**src/rtl/execute_stage.sv**
```systemverilog
// Execute stage: alu, branch/jump resolution, and the registered
// hand-off to the memory stage with a one-cycle fetch redirect.
package exe_pkg;
  typedef enum logic [4:0] {
    ALU_ADD   = 5'd0,
    ALU_SLL   = 5'd1,
    ALU_SLT   = 5'd2,
    ALU_SLTU  = 5'd3,
    ALU_XOR   = 5'd4,
    ALU_SRL   = 5'd5,
    ALU_OR    = 5'd6,
    ALU_AND   = 5'd7,
    ALU_PASS2 = 5'd8
  } alu_op_e;

  typedef enum logic [2:0] {
    S1_REG  = 3'd0,
    S1_PC   = 3'd1,
    S1_ZERO = 3'd2
  } src1_e;

  typedef enum logic [2:0] {
    S2_REG  = 3'd0,
    S2_IMM  = 3'd1,
    S2_FOUR = 3'd2
  } src2_e;

  typedef enum logic [2:0] {
    BR_NONE = 3'd0,
    BR_BEQ  = 3'd1,
    BR_BNE  = 3'd2,
    BR_BLT  = 3'd3,
    BR_BGE  = 3'd4,
    BR_BLTU = 3'd5,
    BR_BGEU = 3'd6,
    BR_JUMP = 3'd7
  } br_e;
endpackage

module alu
  import exe_pkg::*;
#(
  parameter int XLEN = 64
) (
  input  logic [XLEN-1:0] rs1_value,
  input  logic [XLEN-1:0] rs2_value,
  input  logic [XLEN-1:0] imm_value,
  input  logic [XLEN-1:0] pc,
  input  logic [4:0]      alu_op,
  input  logic            sub_sra,
  input  logic [2:0]      src1,
  input  logic [2:0]      src2,
  output logic [XLEN-1:0] result,
  output logic            non_zero
);
  localparam int SW = $clog2(XLEN);

  logic [XLEN-1:0]        op1;
  logic [XLEN-1:0]        op2;
  logic signed [XLEN-1:0] sop1;
  logic signed [XLEN-1:0] sop2;
  logic [SW-1:0]          shamt;

  always_comb begin
    op1 = '0;
    case (src1)
      S1_REG:  op1 = rs1_value;
      S1_PC:   op1 = pc;
      default: op1 = '0;
    endcase
  end

  always_comb begin
    op2 = '0;
    case (src2)
      S2_REG:  op2 = rs2_value;
      S2_IMM:  op2 = imm_value;
      S2_FOUR: op2 = XLEN'(4);
      default: op2 = '0;
    endcase
  end

  assign sop1  = op1;
  assign sop2  = op2;
  assign shamt = op2[SW-1:0];

  always_comb begin
    result = '0;
    case (alu_op)
      ALU_ADD:   result = sub_sra ? op1 - op2 : op1 + op2;
      ALU_SLL:   result = op1 << shamt;
      ALU_SLT:   result = XLEN'(sop1 < sop2);
      ALU_SLTU:  result = XLEN'(op1 < op2);
      ALU_XOR:   result = op1 ^ op2;
      ALU_SRL:   result = sub_sra ? $unsigned(sop1 >>> shamt)
                                  : op1 >> shamt;
      ALU_OR:    result = op1 | op2;
      ALU_AND:   result = op1 & op2;
      ALU_PASS2: result = op2;
      default:   result = '0;
    endcase
  end

  assign non_zero = |result;
endmodule

module execute_stage
  import exe_pkg::*;
#(
  parameter int              XLEN     = 64,
  parameter logic [XLEN-1:0] RESET_PC = '0
) (
  input  logic            clk,
  input  logic            rst_n,
  input  logic            flush_in,
  input  logic            valid_in,
  output logic            ready_out,
  input  logic [XLEN-1:0] pc_in,
  input  logic [XLEN-1:0] rs1_value_in,
  input  logic [XLEN-1:0] rs2_value_in,
  input  logic [XLEN-1:0] imm_value_in,
  input  logic [4:0]      alu_op_in,
  input  logic            sub_sra_in,
  input  logic [2:0]      src1_in,
  input  logic [2:0]      src2_in,
  input  logic [2:0]      branch_type_in,
  input  logic            jalr_in,
  input  logic [4:0]      rd_in,
  input  logic            rd_write_in,
  input  logic            mem_read_in,
  input  logic            mem_write_in,
  input  logic [2:0]      mem_funct3_in,
  input  logic            ready_in,
  output logic            valid_out,
  output logic [XLEN-1:0] result_out,
  output logic [XLEN-1:0] store_data_out,
  output logic [4:0]      rd_out,
  output logic            rd_write_out,
  output logic            mem_read_out,
  output logic            mem_write_out,
  output logic [2:0]      mem_funct3_out,
  output logic            redirect_valid_out,
  output logic [XLEN-1:0] redirect_target_out
);
  typedef struct packed {
    logic [XLEN-1:0] result;
    logic [XLEN-1:0] store_data;
    logic [4:0]      rd;
    logic            rd_write;
    logic            mem_read;
    logic            mem_write;
    logic [2:0]      mem_funct3;
  } ex_mem_t;

  ex_mem_t         ex_d;
  ex_mem_t         ex_q;
  logic            valid_q;
  logic            redir_q;
  logic [XLEN-1:0] target_q;

  logic [XLEN-1:0] alu_result;
  logic            alu_nz;
  logic            accept;
  logic            take;
  logic            taken;
  logic            is_jump;
  logic            is_branch;
  logic [XLEN-1:0] tgt_base;
  logic [XLEN-1:0] tgt_sum;
  logic [XLEN-1:0] target;

  alu #(.XLEN(XLEN)) u_alu (
    .rs1_value (rs1_value_in),
    .rs2_value (rs2_value_in),
    .imm_value (imm_value_in),
    .pc        (pc_in),
    .alu_op    (alu_op_in),
    .sub_sra   (sub_sra_in),
    .src1      (src1_in),
    .src2      (src2_in),
    .result    (alu_result),
    .non_zero  (alu_nz)
  );

  assign ready_out = !valid_q || ready_in;
  assign accept    = valid_in && ready_out;
  // wrong-path entries behind a live redirect are consumed but dropped
  assign take      = accept && !flush_in && !redir_q;

  assign is_jump   = branch_type_in == BR_JUMP;
  assign is_branch = branch_type_in != BR_NONE && !is_jump;

  always_comb begin
    taken = 1'b0;
    case (branch_type_in)
      BR_BEQ:  taken = !alu_nz;
      BR_BNE:  taken = alu_nz;
      BR_BLT:  taken = alu_result[0];
      BR_BGE:  taken = !alu_result[0];
      BR_BLTU: taken = alu_result[0];
      BR_BGEU: taken = !alu_result[0];
      BR_JUMP: taken = 1'b1;
      default: taken = 1'b0;
    endcase
  end

  assign tgt_base = (is_jump && jalr_in) ? rs1_value_in : pc_in;
  assign tgt_sum  = tgt_base + imm_value_in;
  assign target   = {tgt_sum[XLEN-1:1], tgt_sum[0] & !is_jump};

  always_comb begin
    ex_d            = '0;
    ex_d.result     = alu_result;
    ex_d.store_data = rs2_value_in;
    ex_d.rd         = rd_in;
    ex_d.rd_write   = rd_write_in && (rd_in != 5'd0) && !is_branch;
    ex_d.mem_read   = mem_read_in && !is_branch;
    ex_d.mem_write  = mem_write_in && !is_branch;
    ex_d.mem_funct3 = is_branch ? 3'd0 : mem_funct3_in;
  end

  always_ff @(posedge clk) begin
    if (!rst_n) begin
      valid_q  <= 1'b0;
      redir_q  <= 1'b0;
      target_q <= RESET_PC;
      ex_q     <= '0;
    end else begin
      redir_q <= 1'b0;
      if (flush_in) begin
        valid_q <= 1'b0;
      end else if (take) begin
        valid_q <= 1'b1;
        redir_q <= taken;
        ex_q    <= ex_d;
        if (taken)
          target_q <= target;
      end else if (accept || ready_in) begin
        valid_q <= 1'b0;
      end
    end
  end

  assign valid_out           = valid_q;
  assign result_out          = ex_q.result;
  assign store_data_out      = ex_q.store_data;
  assign rd_out              = ex_q.rd;
  assign rd_write_out        = ex_q.rd_write;
  assign mem_read_out        = ex_q.mem_read;
  assign mem_write_out       = ex_q.mem_write;
  assign mem_funct3_out      = ex_q.mem_funct3;
  assign redirect_valid_out  = redir_q;
  assign redirect_target_out = target_q;
endmodule

```
**config.mk**
```make
export PLATFORM = sky130hd
export DESIGN_NAME = execute_stage
export DESIGN_NICKNAME = d
export VERILOG_FILES = /design/src/rtl/execute_stage.sv
export SDC_FILE = /design/constraint.sdc
export NUM_CORES = 2
export LEC_CHECK = 0
export BUFFER_PORTS_ARGS = -buffer_cell sky130_fd_sc_hd__buf_2
export CORE_MARGIN = 3
export CORE_UTILIZATION = 25
export CTS_BUF_LIST = sky130_fd_sc_hd__clkbuf_8
export CTS_CLUSTER_SIZE = 25
export DETAILED_ROUTE_END_ITERATION = 12
export RECOVER_POWER = 50
export SYNTH_ARGS = -nofsm -noshare
export SYNTH_HDL_FRONTEND = slang
export SYNTH_SLANG_ARGS = --single-unit
```
**constraint.sdc**
```tcl
create_clock -name clk -period 11.9 [get_ports clk]
set_input_delay 0.595 -clock clk [delete_from_list [all_inputs] [get_ports clk]]
set_output_delay 0.595 -clock clk [all_outputs]
set_load 0.1 [all_outputs]
```
# Yosys cells after proc, flatten, opt, wreduce, memory -nomap -nowiden
# Cells that the tools add are included.
[op_classes] bitwise_logic=7 shifts=3 reduce_logical=31 n_eq_ne=18 n_mux=10 add_sub_neg=3 n_lt_le_gt_ge=2
[op_table] op="$pmux W64 S9" n=1
[op_table] op="$mux W64" n=3
[op_table] op="$pmux W64 S3" n=1
[op_table] op="$add A64 B64 Y64" n=2
[op_table] op="$lt A64 B64 Y1" n=2
[op_table] op="$pmux W64 S2" n=1
[op_table] op="$and A64 B64 Y64" n=1
[op_table] op="$or A64 B64 Y64" n=1
[op_table] op="$reduce_or A64 Y1" n=1
[op_table] op="$shl A64 B6 Y64" n=1
[op_table] op="$shr A64 B6 Y64" n=1
[op_table] op="$sshr A64 B6 Y64" n=1
[op_table] op="$sub A64 B64 Y64" n=1
[op_table] op="$xor A64 B64 Y64" n=1
[op_table] op="$eq A5 B3 Y1 const B" n=4
[op_table] op="$eq A3 B3 Y1 const B" n=4
[op_table] op="$eq A5 B2 Y1 const B" n=2
[op_table] op="$eq A3 B1 Y1 const B" n=3
[op_table] op="$eq A3 B2 Y1 const B" n=3
[op_table] op="$logic_and A1 B1 Y1" n=9
[op_table] op="$logic_not A1 Y1" n=7
[op_table] op="$logic_not A3 Y1" n=2
[op_table] op="$reduce_or A2 Y1" n=3
[op_table] op="$eq A5 B1 Y1 const B" n=1
[op_table] op="other kinds (14)" n=18
[word_totals] elab_cells=84 register_bits=205 in_bits=288 output_inout_bits=206

# Longest topological paths before layout
[logic_depth] ltp_word=9 ltp_mapped=29

# Cells and area by module
# A second synthesis with hierarchy kept.
[hier_totals] hier_cells=5221 hier_area_um2=35285.1
[modules_own_cells] mod="alu" area_per_inst_um2=23283.6 cells_each=3711 instances=1 seq_area_each_um2=0.0
[modules_own_cells] mod="execute_stage" area_per_inst_um2=12001.5 cells_each=1510 instances=1 seq_area_each_um2=4103.9

# Least setup slack after synthesis
# OpenSTA, ideal clock, no wires.
[synth_timing] kind="input-to-reg" start="input src2_in[0]" end="register target_q[13] (netlist: redirect_target_out[13])" path_stages=26 slack_ns=4.691 path_buffers=7 arrival_ns=7.086 cell_sequence="buf_4 > buf_6 > clkbuf_1 > clkbuf_1 > buf_1 > clkbuf_1 > mux2i_1 > nor2_1 > inv_1 > ha_1 > or4_1 > nor4b_1 > a21boi_1 > o31ai_1 > a31oi_1 > o21ai_1 > mux2i_1 > xnor2_1 > o21ai_0 > or4b_1 > or4_1 > nor4_2 > nand3_1 > nand3b_4 > buf_6 > mux2_1"
[synth_between] elab_chain_len=9
[synth_rtl] item="start: declaration" line="125" rtl="input logic [2:0] src2_in,"
[synth_rtl] item="$eq A3 B2 Y1 (tied with other cells)" line="75" rtl="case (src2)"
[synth_rtl] item="$pmux W64 S3 *" line="75"
[synth_rtl] item="$add A64 B64 Y64 (tied with other cells)" line="90" rtl="ALU_ADD: result = sub_sra ? op1 - op2 : op1 + op2;"
[synth_rtl] item="$mux W64, on equally long branches" line="90, 95"
[synth_rtl] item="$pmux W64 S9 *" line="89" rtl="case (alu_op)"
[synth_rtl] item="$reduce_or A64 Y1" line="104" rtl="assign non_zero = |result;"
[synth_rtl] item="$logic_not A1 Y1" line="196" rtl="BR_BEQ: taken = !alu_nz;"
[synth_rtl] item="$pmux W1 S5 *" line="195" rtl="case (branch_type_in)"
[synth_rtl] item="$reduce_and A3 Y1 (no line) *"
[synth_rtl] item="end signal: assignment" line="237" rtl="target_q <= target;"
[synth_rtl] item="end: declaration" line="159" rtl="logic [XLEN-1:0] target_q;"
# Mark *: on every way between the ends. The rest lies on a longest branch, timed or not.
# A chain may end at the register's enable or synchronous reset.

# Final worst setup path
[layout_timing] start="input src1_in[0]" end="register target_q[31] (netlist: redirect_target_out[31])"
[layout_between] elab_chain_len=9
[layout_rtl] item="start: declaration" line="124" rtl="input logic [2:0] src1_in,"
[layout_rtl] item="$eq A3 B1 Y1 or $logic_not A3 Y1 (tied branches)" line="66" rtl="case (src1)"
[layout_rtl] item="$pmux W64 S2 *" line="66"
[layout_rtl] item="$add A64 B64 Y64 (tied with other cells)" line="90"
[layout_rtl] item="$mux W64, on equally long branches" line="90, 95"
[layout_rtl] item="$pmux W64 S9 *" line="89"
[layout_rtl] item="$reduce_or A64 Y1" line="104"
[layout_rtl] item="$logic_not A1 Y1" line="196"
[layout_rtl] item="$pmux W1 S5 *" line="195"
[layout_rtl] item="$reduce_and A3 Y1 (no line) *"
# Marks and branches as above.

==> flow_summary.ini <==
[clock_tree]
clock-sinks = 205
clk_path_buf_depth = 3
root_buffer = clkbuf_8
ctsHoldBuffers = 0
htreeDepth = 2
cts_made_buffers = 37
cts_resized = 0
clk_pin_slew_ns = 0.06
clk_latency_ns = 0.75
cts_tree = done
postCtsSetupBuffers = 0

[floorplan]
coreArea_um2 = 134000
start_util_pct = 25.3
row_count = 134
die_h_um = 374
die_area_um2 = 140000
die_x_um = 374
ios = 494

[pwr]
power_leakage_nw = 16.1
power_frac_clock_pct = 20.9
seqPwrFrac_pct = 21.6
p_sw_mw = 1.88
combPwrFrac_pct = 57.6
p_per_area_nw_per_um2 = 90.4
p_int_mw = 1.61
peakVddDrop_mv = 0.0714
swShare_pct = 53.8

[layout]
fillers = 15100
finalInstanceArea_um2 = 38600
drive_gt1_share_pct = 12.9
fin_cells = 7025
area_delta_synth_final_pct = 14.2
nets = 5765

[min_path]
hp-class = in2reg

[global_routing]
grt_pass1_vias = 41300
grt_pass1_wl_um = 334000
grt_overflow = 0
grt_max_degree = 131
antenna_found_initial = 21
grtUsageTotal_pct = 33.4

[timing]
max_slew_margin_pct = -9.23
min_period_ns = 8.57
rsz0062_at_grt = false
fmax_mhz = 117
finClkSkew_ns = 0.0650
min_period_over_period_pct = 72.0
setup-tns-final_ns = 0
maxSlewViolCount = 5
final_hold_viol_count = 0
tightest_slew_ns = 1.59
setup-violations-final = 0

[setup_path]
r2r_slack_ns = 8.83
path_max_fanout = 36
cp-end-kind = flop
arrival_ns = 9.13
cpMaxStageDelayCell = a2111oi_0
cp.required_ns = 12.46
slowest_delay_ns = 0.75
critPathKind = in2reg
cp_cell_sequence = buf_4 -> buf_4 -> mux2i_1 -> nor2_1 -> ha_1 -> or3_1 -> a211o_1 -> a21boi_1 -> o211ai_1 -> a21oi_1 -> o31ai_1 -> o311a_1 -> a2111oi_0 -> a41oi_1 -> mux2_2 -> a2111oi_0 -> and4b_1 -> a21oi_1 -> nand3b_4 -> buf_12 -> mux2i_1
crit_path_start_kind = primary input

[outcome]
outcome = finished with violations
violations = max-capacitance violations, max-slew violations

[synth]
synthCells = 4920
async_flop_share_pct = 0
seq_area_frac_synth_pct = 12.1
synth.net_count = 5467
synth_edf_count = 0
synth_warnings = 0
avgSynthCellArea_um2 = 6.87
yosysUniqueCellTypes = 101
netlist_area_um2 = 33800
ys_ff_latch = 205
synthFlopType = dfxtp_1

[detailed_routing]
ant_nets = 0
wl_per_cell_um = 35.3
drt-initial-drc-count = 6966
num_vias = 44600
viasPerCell = 6.34
dr.pass1.iters = 8
routed_wl_um = 248000
drc_errors = 0

[flow_run]
maxCapViolCount = 1

[placed_design]
port_buffers = 493
hpwl_um = 201000
placed_cell_area_um2 = 38100
gp_congestion = 1.11
numPlacedInstances = 6946
[stage by stage]
stage          worst slack [ns]  hold slack (ns)  total power, mW  util, %
2_1_floorplan              4.69            0.673             2.00        -
3_5_place_dp               3.02            0.445             2.69     28.5
6_report                   3.33            0.111             3.49     28.9
5_1_grt                    3.30            0.102             3.59     28.8
4_1_cts                    3.72           0.0688             3.44     29.0
3_3_place_gp               3.07            0.440             2.71     28.5
[cell usage after synthesis, types with 12 or more instances]
cell	n	area (µm²)
a22oi_1	47	353
mux2i_1	315	3150
dfxtp_1	205	4100
inv_1	199	747
buf_1	46	173
nand3_1	96	480
buf_2	78	390
o31ai_1	44	330
a211oi_1	200	1500
nor2b_1	36	225
ha_1	256	3200
nand2_1	553	2080
and3_1	23	144
or3_1	27	169
buf_4	15	113
buf_6	15	169
a31oi_1	41	257
xnor2_1	80	701
nor4_1	87	544
a2111oi_0	21	184
a21o_1	79	593
o2111ai_1	14	123
or4_1	12	90.1
nand4_1	40	250
nor2_1	513	1930
o211ai_1	80	601
a221oi_1	39	342
a311oi_1	16	140
nand2b_1	29	181
o211a_1	13	130
nor3_1	175	876
clkbuf_1	218	818
mux2_2	106	1190
or2_2	21	131
o21a_1	19	143
a21oi_1	514	2570
and2_1	14	87.6
o21bai_1	31	233
o221ai_1	48	420
a211o_1	19	166
o22ai_1	74	463
o21ai_0	229	1150
xor2_1	20	175
[flip-flops by register name, summed over array words and instances (netlist names)]
name / flops
mem_read_out: 1
store_data_out: 64
redirect_target_out: 64
rd_write_out: 1
rd_out: 5
mem_funct3_out: 3
valid_out: 1
mem_write_out: 1
redirect_valid_out: 1
result_out: 64
[worst max-delay path: cells and delay by family]
| kind | cells | cell delay (ns) |
|---|---|---|
| buffers and inverters | 3 | 1.56 |
| AND/OR/NAND/NOR | 4 | 1.94 |
| multiplexers | 3 | 0.62 |
| adder cells (fa/ha/maj) | 1 | 0.50 |
| AO/OA/AOI/OAI | 10 | 3.72 |
[path summary, 6_finish.rpt]
check	cells past startpoint	end	start
worst min register to register	2	store_data_out[22]	store_data_out[22]
worst max register to register	6	redirect_target_out[31]	redirect_valid_out
worst max-delay path	21	redirect_target_out[31]	src1_in[0]
worst min-delay path	2	valid_out	flush_in
[power by group through the flow]
| stage | clock (mW) | combinational, mW | sequential (mW) |
|---|---|---|---|
| 2_1_floorplan | 0 | 0.951 | 1.05 |
| 4_1_cts | 0.748 | 1.94 | 0.751 |
| 3_3_place_gp | 0 | 1.94 | 0.765 |
| 5_1_grt | 0.766 | 2.06 | 0.756 |
| 6_report | 0.729 | 2.01 | 0.752 |
| 3_5_place_dp | 0 | 1.93 | 0.766 |
[per-layer routing]
metal  wire length [µm]  track usage [%]  vias up
met2             103000             49.9     3236
li1                   -                -    18900
met3              28500             9.84      798
met1              95300             41.0    21600
met5                 73                0        -
met4              21200             23.2       12
[cells by family (layout without fill, tap and decap cells)]
group	after synthesis	count (layout)	synth area share, %
AOI/OAI and AO/OA	1674	1674	32.6
adders and majority gates	259	259	9.65
and+or+nand+nor	1678	1678	22.6
other	0	16	0
muxes	427	427	13.2
xor gates and xnor gates	100	100	2.59
buffers and inverters	577	898	7.19
DFF	205	205	12.1
[cell usage in the layout, fill, tap and decap left out, drive strengths merged, types with 16 or more instances in the layout]
cell type    n
a2111oi     21
a211o       19
a211oi     203
a21o        79
a21oi      519
a221oi      41
a22oi       47
a311oi      16
a31oi       41
and3        23
buf        426
clkbuf     244
dfxtp      205
diode       16
ha         256
inv        217
mux2       108
mux2i      318
nand2      553
nand2b      29
nand3       96
nand4       40
nor2       518
nor2b       36
nor3       177
nor4        88
o211ai      80
o21a        19
o21ai      239
o21bai      31
o221ai      48
o22ai       74
o31ai       44
or2         24
or3         27
xnor2       80
xor2        20
[area by class of cell]
type / count / area, µm² / share of cell area [%]
sequential: 205 / 4100 / 10.6
clock inverter: 23 / 196 / 0.509
tap: 1768 / 2210 / 5.73
multi-input combinational: 4138 / 27400 / 71.0
inverter: 205 / 777 / 2.01
clock buffer: 39 / 537 / 1.39
timing repair buffer: 631 / 3340 / 8.66
antenna: 16 / 40.0 / 0.104
No activity file was read; power rests on OpenSTA's default activity.
